[src/rtl/fft_cbfp_pkg.sv]
// Shared definitions for the CBFP normalisation stage.
//   cbfp_cnt_w : width of a beat counter for a block of n beats (at least 1)
//   bank_t     : ping-pong bank pointer
//   beat_t     : beat counter type for the default block depth
//   round_ofs  : round-half-up offset added before a right shift by sh bits
//   rsb        : redundant sign bits of the low w bits of x
package fft_cbfp_pkg;

  localparam int CBFP_BLOCK_BEATS = 4;

  function automatic int cbfp_cnt_w(input int n);
    return (n > 1) ? $clog2(n) : 1;
  endfunction

  typedef logic bank_t;
  typedef logic [cbfp_cnt_w(CBFP_BLOCK_BEATS)-1:0] beat_t;

  function automatic int round_ofs(input int sh);
    return (sh > 0) ? (1 << (sh - 1)) : 0;
  endfunction

  // Number of bits below the MSB that repeat it, for a w-bit value held in
  // the low bits of x. Zero and minus one both give w-1.
  function automatic int unsigned rsb(input logic [63:0] x, input int w);
    int unsigned cnt;
    logic        done;
    logic        msb;
    cnt  = 0;
    done = 1'b0;
    msb  = x[w-1];
    for (int i = 62; i >= 0; i--) begin
      if ((i < w - 1) && !done) begin
        if (x[i] == msb) cnt++;
        else             done = 1'b1;
      end
    end
    return cnt;
  endfunction

endpackage

[src/rtl/fft_cbfp_min_rsb.sv]
// cbfp_min_rsb: combinational minimum of the redundant-sign-bit count over N
// signed samples of width W, reduced with a balanced binary tree. The leaf
// level is padded to a power of two with W-1, the neutral value for min.
//   samples : N packed signed samples, sample i at [i*W +: W]
//   min_r   : smallest redundant-sign-bit count among them
module cbfp_min_rsb
  import fft_cbfp_pkg::*;
#(
  parameter int N     = 32,
  parameter int W     = 13,
  parameter int IDX_W = 5
) (
  input  logic [N*W-1:0]   samples,
  output logic [IDX_W-1:0] min_r
);

  localparam int LVLS = (N > 1) ? $clog2(N) : 0;
  localparam int P    = 1 << LVLS;

  for (genvar l = 0; l <= LVLS; l++) begin : lvl
    localparam int CNT = P >> l;
    logic [IDX_W-1:0] v [CNT];
    for (genvar i = 0; i < CNT; i++) begin : node
      if (l == 0) begin : leaf
        if (i < N) begin : real_leaf
          assign v[i] = IDX_W'(rsb(64'($signed(samples[i*W +: W])), W));
        end else begin : pad_leaf
          assign v[i] = IDX_W'(W - 1);
        end
      end else begin : inner
        assign v[i] = (lvl[l-1].v[2*i] < lvl[l-1].v[2*i+1]) ?
                      lvl[l-1].v[2*i] : lvl[l-1].v[2*i+1];
      end
    end
  end

  assign min_r = lvl[LVLS].v[0];

endmodule

[src/rtl/fft_cbfp_stage.sv]
// fft_cbfp_stage: convolutional block-floating-point normalisation stage.
// Buffers blocks of BLOCK_BEATS beats of LANES complex samples in a two-bank
// ping-pong store, finds the block-wide common shift s (minimum redundant sign
// bits), and re-emits each block as (x <<< s) >>> (IN_W-OUT_W) with out_idx=s.
// Optional build macro FFT_CBFP_ROUND_EN: round half up and saturate instead
// of truncating.
//   clk, rstn            : clock; asynchronous reset, active-high
//   in_valid/in_ready    : input handshake, in_re/in_im packed LANES x IN_W
//   out_valid/out_ready  : output handshake, out_re/out_im packed LANES x OUT_W
//   out_idx              : block shift, constant over a block
//   out_last             : final beat of a block
module fft_cbfp_stage
  import fft_cbfp_pkg::*;
#(
  parameter int LANES       = 16,
  parameter int IN_W        = 13,
  parameter int OUT_W       = 11,
  parameter int BLOCK_BEATS = 4,
  parameter int IDX_W       = 5
) (
  input  logic                   clk,
  input  logic                   rstn,
  input  logic                   in_valid,
  output logic                   in_ready,
  input  logic [LANES*IN_W-1:0]  in_re,
  input  logic [LANES*IN_W-1:0]  in_im,
  output logic                   out_valid,
  input  logic                   out_ready,
  output logic [LANES*OUT_W-1:0] out_re,
  output logic [LANES*OUT_W-1:0] out_im,
  output logic [IDX_W-1:0]       out_idx,
  output logic                   out_last
);

  localparam int                BEAT_W    = cbfp_cnt_w(BLOCK_BEATS);
  localparam int                SH        = IN_W - OUT_W;
  localparam logic [BEAT_W-1:0] LAST_BEAT = BEAT_W'(BLOCK_BEATS - 1);
  localparam logic [IDX_W-1:0]  MIN_INIT  = IDX_W'(IN_W - 1);

`ifdef FFT_CBFP_ROUND_EN
  localparam int ROUND_OFS = round_ofs(SH);

  function automatic logic signed [OUT_W-1:0] round_sat(input logic signed [IN_W-1:0] n);
    logic signed [IN_W:0] t;
    logic signed [IN_W:0] q;
    logic signed [IN_W:0] hi;
    logic signed [IN_W:0] lo;
    hi = (IN_W+1)'((1 << (OUT_W - 1)) - 1);
    lo = -hi - 1;
    t  = (IN_W+1)'(n) + (IN_W+1)'(ROUND_OFS);
    q  = t >>> SH;
    if (q > hi)      return hi[OUT_W-1:0];
    else if (q < lo) return lo[OUT_W-1:0];
    else             return q[OUT_W-1:0];
  endfunction
`else
  function automatic logic signed [OUT_W-1:0] trunc(input logic signed [IN_W-1:0] n);
    return n[IN_W-1 -: OUT_W];
  endfunction
`endif

  // The left shift cannot overflow because s never exceeds the redundant
  // sign bits of any sample in the block.
  function automatic logic signed [OUT_W-1:0] scale(input logic signed [IN_W-1:0] x,
                                                    input logic [IDX_W-1:0] s);
    logic signed [IN_W-1:0] n;
    n = x <<< s;
`ifdef FFT_CBFP_ROUND_EN
    return round_sat(n);
`else
    return trunc(n);
`endif
  endfunction

  // Control state
  bank_t             wr_bank;
  bank_t             rd_bank;
  logic [BEAT_W-1:0] wr_beat;
  logic [BEAT_W-1:0] rd_beat;
  logic [IDX_W-1:0]  run_min;
  logic [1:0]        full;

  // Data store (no reset; reads are gated by the full flags)
  logic [LANES*IN_W-1:0] mem_re [2][BLOCK_BEATS];
  logic [LANES*IN_W-1:0] mem_im [2][BLOCK_BEATS];
  logic [IDX_W-1:0]      s_bank [2];

  logic             accept;
  logic             drain;
  logic             wr_last;
  logic             rd_last;
  logic [IDX_W-1:0] beat_min;
  logic [IDX_W-1:0] new_min;

  cbfp_min_rsb #(
    .N     (2 * LANES),
    .W     (IN_W),
    .IDX_W (IDX_W)
  ) u_min (
    .samples ({in_im, in_re}),
    .min_r   (beat_min)
  );

  assign in_ready  = !full[wr_bank];
  assign out_valid = full[rd_bank];
  assign accept    = in_valid && in_ready;
  assign drain     = out_valid && out_ready;
  assign wr_last   = (wr_beat == LAST_BEAT);
  assign rd_last   = (rd_beat == LAST_BEAT);
  assign new_min   = (beat_min < run_min) ? beat_min : run_min;

  always_ff @(posedge clk or posedge rstn) begin
    if (rstn) begin
      wr_bank <= 1'b0;
      wr_beat <= '0;
      run_min <= MIN_INIT;
      rd_bank <= 1'b0;
      rd_beat <= '0;
      full    <= '0;
    end else begin
      if (accept) begin
        if (wr_last) begin
          wr_beat       <= '0;
          run_min       <= MIN_INIT;
          wr_bank       <= ~wr_bank;
          full[wr_bank] <= 1'b1;
        end else begin
          wr_beat <= wr_beat + 1'b1;
          run_min <= new_min;
        end
      end
      // A bank can only be filling or draining, never both, so these two
      // flag updates never target the same bit.
      if (drain) begin
        if (rd_last) begin
          rd_beat       <= '0;
          rd_bank       <= ~rd_bank;
          full[rd_bank] <= 1'b0;
        end else begin
          rd_beat <= rd_beat + 1'b1;
        end
      end
    end
  end

  always_ff @(posedge clk) begin
    if (accept) begin
      mem_re[wr_bank][wr_beat] <= in_re;
      mem_im[wr_bank][wr_beat] <= in_im;
      if (wr_last) s_bank[wr_bank] <= new_min;
    end
  end

  // Read side: combinational scaling of the presented beat
  logic [LANES*IN_W-1:0] rd_re;
  logic [LANES*IN_W-1:0] rd_im;
  logic [IDX_W-1:0]      rd_idx;

  assign rd_re  = mem_re[rd_bank][rd_beat];
  assign rd_im  = mem_im[rd_bank][rd_beat];
  assign rd_idx = s_bank[rd_bank];

  for (genvar l = 0; l < LANES; l++) begin : lane
    assign out_re[l*OUT_W +: OUT_W] = out_valid ? scale(rd_re[l*IN_W +: IN_W], rd_idx) : '0;
    assign out_im[l*OUT_W +: OUT_W] = out_valid ? scale(rd_im[l*IN_W +: IN_W], rd_idx) : '0;
  end

  assign out_idx  = out_valid ? rd_idx : '0;
  assign out_last = out_valid && rd_last;

endmodule
[config.mk]
export PLATFORM = sky130hd
export DESIGN_NAME = fft_cbfp_stage
export DESIGN_NICKNAME = d
export VERILOG_FILES = /design/src/rtl/fft_cbfp_pkg.sv /design/src/rtl/fft_cbfp_min_rsb.sv /design/src/rtl/fft_cbfp_stage.sv
export SDC_FILE = /design/constraint.sdc
export NUM_CORES = 2
export LEC_CHECK = 0
export CAP_MARGIN = 10
export CORE_ASPECT_RATIO = 0.9
export CORE_MARGIN = 2
export CORE_UTILIZATION = 30
export CTS_BUF_LIST = sky130_fd_sc_hd__clkbuf_8
export CTS_CLUSTER_DIAMETER = 50
export DETAILED_ROUTE_END_ITERATION = 6
export DONT_BUFFER_PORTS = 1
export GPL_ROUTABILITY_DRIVEN = 0
export GPL_TIMING_DRIVEN = 0
export MAX_ROUTING_LAYER = met4
export PLACE_DENSITY = 0.48
export REMOVE_ABC_BUFFERS = 1
export SLEW_MARGIN = 25
export SYNTH_ARGS = -nofsm -noshare
export SYNTH_HDL_FRONTEND = slang
export SYNTH_SLANG_ARGS = --single-unit
[constraint.sdc]
create_clock -name clk -period 51.4 [get_ports clk]
set_input_delay 15.42 -clock clk [delete_from_list [all_inputs] [get_ports clk]]
set_output_delay 15.42 -clock clk [all_outputs]
set_load 0.05 [all_outputs]
Word-level counts from Yosys, hierarchy flattened

Memory sizes are Yosys's and may differ from the RTL's.
Cells that the tools add are included.

Output and inout bits: 360
Bits in writable memories: 3,338
Logic and storage cells: 2,337
Register bits after elaboration: 13
Input bits: 420
Memories: 3

Bitwise operators: 7
Shifts and indexed selects: 32
Order comparisons: 39
Equal/unequal tests: 386
Muxes and demuxes: 1,501
Reductions and logical operators: 9
Add/subtract/negate cells: 354

Memories:

| memory | words | width | read ports | clocked after memory_dff | write ports | RTL line             | source |
|---|---|---|---|---|---|---|---|
| mem_im | 2     | 832   | 1          | 0                        | 1           | fft_cbfp_stage.sv:85 | `logic [LANES*IN_W-1:0] mem_im [2][BLOCK_BEATS];` |
| mem_re | 2     | 832   | 1          | 0                        | 1           | fft_cbfp_stage.sv:84 | `logic [LANES*IN_W-1:0] mem_re [2][BLOCK_BEATS];` |
| s_bank | 2     | 5     | 1          | 0                        | 1           | fft_cbfp_stage.sv:86 | `logic [IDX_W-1:0] s_bank [2];` |

Operators with widths:

| operator                                                              | number |
|---|---|
| 5-bit 2-to-1 mux                                                      | 707 |
| 5-bit by 1-bit adder with 5-bit output (second input constant)        | 320 |
| 208-bit 2-to-1 mux                                                    | 5 |
| 208-bit binary-select mux with 2-bit select                           | 2 |
| 832-bit 2-to-1 mux                                                    | 1 |
| 1-bit 2-to-1 mux                                                      | 714 |
| 208-bit demux with 2-bit select                                       | 1 |
| 13-bit by 5-bit <<< shifter with 13-bit output                        | 32 |
| 1-bit equality test                                                   | 384 |
| 11-bit 2-to-1 mux                                                     | 32 |
| 5-bit < comparator                                                    | 32 |
| 2-bit 2-to-1 mux                                                      | 37 |
| 1-bit by 1-bit adder with 2-bit output (second input constant)        | 32 |
| 3-bit greater-or-equal comparator (second input constant)             | 2 |
| 1-bit logical AND                                                     | 6 |
| 2-bit inverter with 3-bit output                                      | 2 |
| 2-bit by 1-bit adder with 2-bit output (second input constant)        | 2 |
| 2-bit equality test (second input constant)                           | 2 |
| 1-bit by 2-bit < comparator with 1-bit output (second input constant) | 2 |
| 2-bit AND reduction                                                   | 2 |
| 3-bit by 1-bit < comparator with 1-bit output (second input constant) | 1 |
| 2-bit bitwise AND                                                     | 1 |
| 1-bit demux with 1-bit select                                         | 2 |
| 1-bit greater-or-equal comparator (second input constant)             | 2 |
| 4 further kinds                                                       | 5 |

Depth between registers and ports, before layout

Word-level depth: 48
Mapped depth: 80
Mapped depth without buffers: 76

By module

From an unflattened synthesis, not the netlist that was laid out.

Cells, all modules: 13,376
Area, all modules: 177,838.1 µm²

Modules (own cells, without submodules):

| module         | times used | area an instance (µm²) | cells an instance |
|---|---|---|---|
| fft_cbfp_stage | 1          | 138,696.8              | 7,283 |
| cbfp_min_rsb   | 1          | 39,141.3               | 6,093 |

Worst setup path before layout

OpenSTA, ideal clock, no wires.

Path type: input -> register
Start point: in in_valid
End point: mem mem_im[0][0] (netlist name), enable pin
Arrival time: 33.280 ns
Path slack: 16.906 ns
Library setup time: 1.214 ns
Required time: 50.186 ns
Stages on the path: 4
Path through: and2_1 > clkbuf_1 > nand2_1 > nor2_1

Cells in the longest elaborated chain, start to end: 3

Ends and longest elaborated chain:

| what                                     | RTL line              | source |
|---|---|---|
| start: declaration                       | fft_cbfp_stage.sv:23  | `input logic in_valid,` |
| 1-bit logical AND                        | fft_cbfp_stage.sv:106 | `assign accept = in_valid && in_ready;` |
| 1-bit 2-to-1 mux                         | fft_cbfp_stage.sv:147 | `if (accept) begin` |
| 832-bit 2-to-1 mux (implied by the code) | fft_cbfp_stage.sv:149 | `mem_im[wr_bank][wr_beat] <= in_im;` |
| end: declaration                         | fft_cbfp_stage.sv:85  |  |

No other way between the ends.

Worst setup path after layout

Start point: in in_im[155]
End point: mem s_bank[1][3] (data pin)

Cells in the longest elaborated chain, start to end: 47

Ends and longest elaborated chain:

| what                                   | RTL line               | source |
|---|---|---|
| start: declaration                     | fft_cbfp_stage.sv:26   | `input logic [LANES*IN_W-1:0] in_im,` |
| 1-bit equality test                    | fft_cbfp_pkg.sv:33     | `if (x[i] == msb) cnt++;` |
| 1-bit 2-to-1 mux                       | fft_cbfp_pkg.sv:33     |  |
| 1-bit by 1-bit adder with 2-bit output | fft_cbfp_pkg.sv:33     |  |
| 2-bit 2-to-1 mux                       | fft_cbfp_pkg.sv:33     |  |
| 5-bit 2-to-1 mux                       | fft_cbfp_pkg.sv:32     | `if ((i < w - 1) && !done) begin` |
| 5-bit by 1-bit adder with 5-bit output | fft_cbfp_pkg.sv:33     |  |
| 5-bit 2-to-1 mux                       | fft_cbfp_pkg.sv:33     |  |
| 5-bit 2-to-1 mux                       | fft_cbfp_pkg.sv:32     |  |
| [32 not listed]                        | --                     |  |
| 5-bit 2-to-1 mux *                     | fft_cbfp_min_rsb.sv:31 | `assign v[i] = (lvl[l-1].v[2*i] < lvl[l-1].v[2*i+1]) ?` |
| 5-bit < comparator                     | fft_cbfp_min_rsb.sv:31 |  |
| 5-bit 2-to-1 mux *                     | fft_cbfp_min_rsb.sv:31 |  |
| 5-bit < comparator                     | fft_cbfp_min_rsb.sv:31 |  |
| 5-bit 2-to-1 mux *                     | fft_cbfp_min_rsb.sv:31 |  |
| 5-bit < comparator                     | fft_cbfp_stage.sv:110  | `assign new_min = (beat_min < run_min) ? beat_min : run_min;` |
| 5-bit 2-to-1 mux *                     | fft_cbfp_stage.sv:110  |  |
| via new_min[3]                         | fft_cbfp_stage.sv:93   | `logic [IDX_W-1:0] new_min;` |
| end: declaration                       | fft_cbfp_stage.sv:86   |  |

Mark *: on every way through the listed nets, which the timed path passes. The rest lies on a longest branch.

==> results.md <==
- Final TNS setup: 0 ps
- Worst Tran Pin Value: between 1000 and 1500 ps
- Multi-input logic area: 72760 µm²
- TritonCTS buffer count: roughly 600
- Core Region: 586300 µm²
- Total number of vias: 116000
- Net Sw Frac: 0.3838
- Kind of critical path: in2reg
- Final period util: 0.5815
- Largest area contributor in the netlist: edfxtp_1
- WP data required: around 52000 ps
- First-pass GRT wire length: 819300 µm
- Cell Area, Placed: roughly 190000 µm²
- Count leader, synth: edfxtp_1
- Initial drt markers: around 9000
- # fillers: 56900
- CP startpoint: in_im[155]
- Avg Cell Area, Syn: 13.07 µm²
- Combinational Power Share: 0.434
- Antenna violations before repair: 21
- Commonest cells post-synth: edfxtp_1, nand2_1, nor2_1
- Die X: 812.0 µm
- R2R depth: 15
- Share of cells above drive strength 1: 0.1838
- Die Span Y: about 730 µm
- Status: finished with violations
- I/O Buffers: 0
- Number of global-route vias before repair: between 100k and 150k
- Register area: approximately 100000 µm²
- Worst-case clock buffer depth: 4
- Fin. max-slew vios: 0
- R2r setup slk: between 40000 and 50000 ps
- Initial Util: 0.3007
- P&R area growth vs syn: 15.77%
- Fmax: between 0.03 and 0.04 GHz
- Synth top area share: 0.5686
- Hold Violations, Final: 0
- RR Startpoint: wr_bank$_DFFE_PP0P_
- Hpwl dp: slightly above 400000 µm
- Ys Warns: 0
- Power density cells: roughly 51 nW/µm²
- CP Capture Type: flip-flop
- Fin nets: roughly 15000
- Via/cell ratio: roughly 5.3
- PostCTS Resize Cnt: 0
- Clock power frac: 0.233
- Net Sw Power: between 3 and 4 mW
- GR Overflow Total: 0
- Critical Path Max Stage Delay: 710 ps
- Min cycle time layout: ~30000 ps
- Unique cell type count in the Yosys netlist: approximately 110
- First-pass DRT Iterations: 7
- CTS Hold Bufs: 0
- Synth async-reset ratio: 0.003879
- Slowest CP cell: xnor2_1
- CTS root buf: clkbuf_8
- Post-synth EDFFs: roughly 3300
- Drt drc: 8
- Largest net degree at the start of global routing: slightly above 80
- Clock Pin Slew Worst Setup and Hold Paths: about 50 ps
- Internal power: 6.382 mW
- Worst Path Max Fanout: 44
- Per-cell routed wire length: about 26 µm
- Leakage: 68.99 nW
- GRT Total Usage: 0.1932
- Rel. slew slack: 0.1749
- Worst EP arrival: between 30000 and 40000 ps
- Htree depth: 6
- Final count of negative-setup-slack endpoints: 0
- Tot Pwr: just over 10 mW
- Worst path most repeated cell: ha_1
- # Post-CTS Setup Buffers: 0
- Failing checks: design-rule violations
- Pre-CTS WS: about 20000 ps
- Area of the die: about 590000 µm²
- ANT nets after route: 0
- Worst Setup Slack, final: approximately 22000 ps
- CTS tree: built
- Top_reg_cell synth: edfxtp_1
- Cell area after layout: between 200000 and 250000 µm²
- IO Pins: 780
- Hold crit path type: reg2reg
- Total of max-cap violations: 0
- Flop pwr share: 0.333
- CTS sink count: approximately 3400
- Cell Rows: ~270
- Reg-to-Reg End: mem_im[0][24]$_DFFE_PP_
- CP endpoint: s_bank[1][3]$_DFFE_PP_
- Layout Skew: about 76 ps
- Maximum vdd ir drop: about 0.063 mV
- Post-Route WL: a little under 600000 µm
- Dominant cells by area after synthesis: edfxtp_1, mux4_2, mux2i_1, ha_1, nand2_1
- Register area share after synthesis: 0.5704
- #FFs+latches synth: about 3400
- Netlist Area Pre-Place: 176300 µm²
- Clk_lat worst skew: between 1000 and 1500 ps
- RSZ-0062 raised after global routing: no
- Synth Instances: around 13000
- Startpoint types: input pin
## logic make-up after synthesis
group | after synthesis | share of synthesized area
AND/OR/NAND/NOR | 3813 | 0.1015
flip-flops | 3351 | 0.5704
AO/OA/AOI/OAI | 2721 | 0.09632
multiplexers | 1601 | 0.1522
buffers and inverters | 1086 | 0.02326
XOR/XNOR | 497 | 0.02701
adder cells (fa/ha/maj) | 423 | 0.02934
## per-layer routing
layer	share of wire	global-route usage
met2	0.46	0.3017
met1	0.44	0.2548
met4	0.025	0.04702
met3	0.072	0.04582
met5	0	-
## layout make-up
type                    count  area share
diodes                     20   0.0002452
clock buffers             604     0.04073
clock inverters           446     0.01501
inverters                 335    0.006161
multi-input cells        9055      0.3565
flip-flops and latches   3351      0.4928
well taps                7801     0.04783
repair buffers            374     0.04073
## how the worst min path moves through the flow
stage / cells after the start / start / end
final: 2 / run_min[4]$_DFFE_PP0P_ / run_min[4]$_DFFE_PP0P_
after global routing: 1 / run_min[1]$_DFFE_PP0P_ / run_min[1]$_DFFE_PP0P_
after CTS: 2 / run_min[4]$_DFFE_PP0P_ / run_min[4]$_DFFE_PP0P_
after detailed placement: 1 / run_min[1]$_DFFE_PP0P_ / run_min[1]$_DFFE_PP0P_
after global placement: 2 / run_min[4]$_DFFE_PP0P_ / run_min[4]$_DFFE_PP0P_
after floorplan: 2 / run_min[4]$_DFFE_PP0P_ / run_min[4]$_DFFE_PP0P_
## power groups by stage
stage	sequential [mW]	combinational, mW	clock, mW
floorplan	3.91	4.71	0
global placement	4.40	7.60	0
detailed placement	3.50	4.53	0
CTS	3.45	4.54	2.50
global route	3.47	4.83	2.61
finish	3.45	4.49	2.42
## cells in the final DEF, fill, tap and decap left out, types with 79 or more instances in the layout
cell,Yosys,routed
and2_1,105,102
a211oi_1,112,79
clkinv_1,0,126
and3_1,130,126
mux4_2,832,832
clkbuf_8,0,604
nor2b_1,116,115
nand3_1,292,290
buf_16,0,187
xor2_1,153,148
or2_2,99,99
or3_1,125,125
nor3_1,198,196
mux2i_1,473,466
buf_12,0,105
mux2_2,292,289
a21o_1,112,112
nand2b_1,123,123
o21a_1,79,79
nand2_1,1218,1212
o21ai_0,644,571
inv_1,335,489
o22ai_1,220,155
edfxtp_1,3338,3338
xnor2_1,315,309
a21oi_1,816,812
nand4_1,100,100
ha_1,372,372
nor2_1,1076,1069
## through the flow
stage,hold WS (ps),utilization,instances
global placement,473.7,0.3125,20540
global route,509.9,0.3481,21980
detailed placement,485.5,0.3286,20920
floorplan,456.1,-,12740
CTS,501.0,0.3480,21970
finish,491.3,0.3481,21990
## sequential cells by signal (all words and copies together), names as in the netlist
signal,flops
full,2
mem_im,1664
mem_re,1664
rd_bank,1
rd_beat,2
run_min,5
s_bank,10
wr_bank,1
wr_beat,2
## worst max-delay path: cells and delay by family
family,cells,cell delay (ps)
AOI/OAI and AO/OA,35,7230
xor gates and xnor gates,1,710
adders and majority gates,15,4760
buffers and inverters,3,190
muxes,4,1080
and+or+nand+nor,9,1370
(Power assumes the default switching activity.)
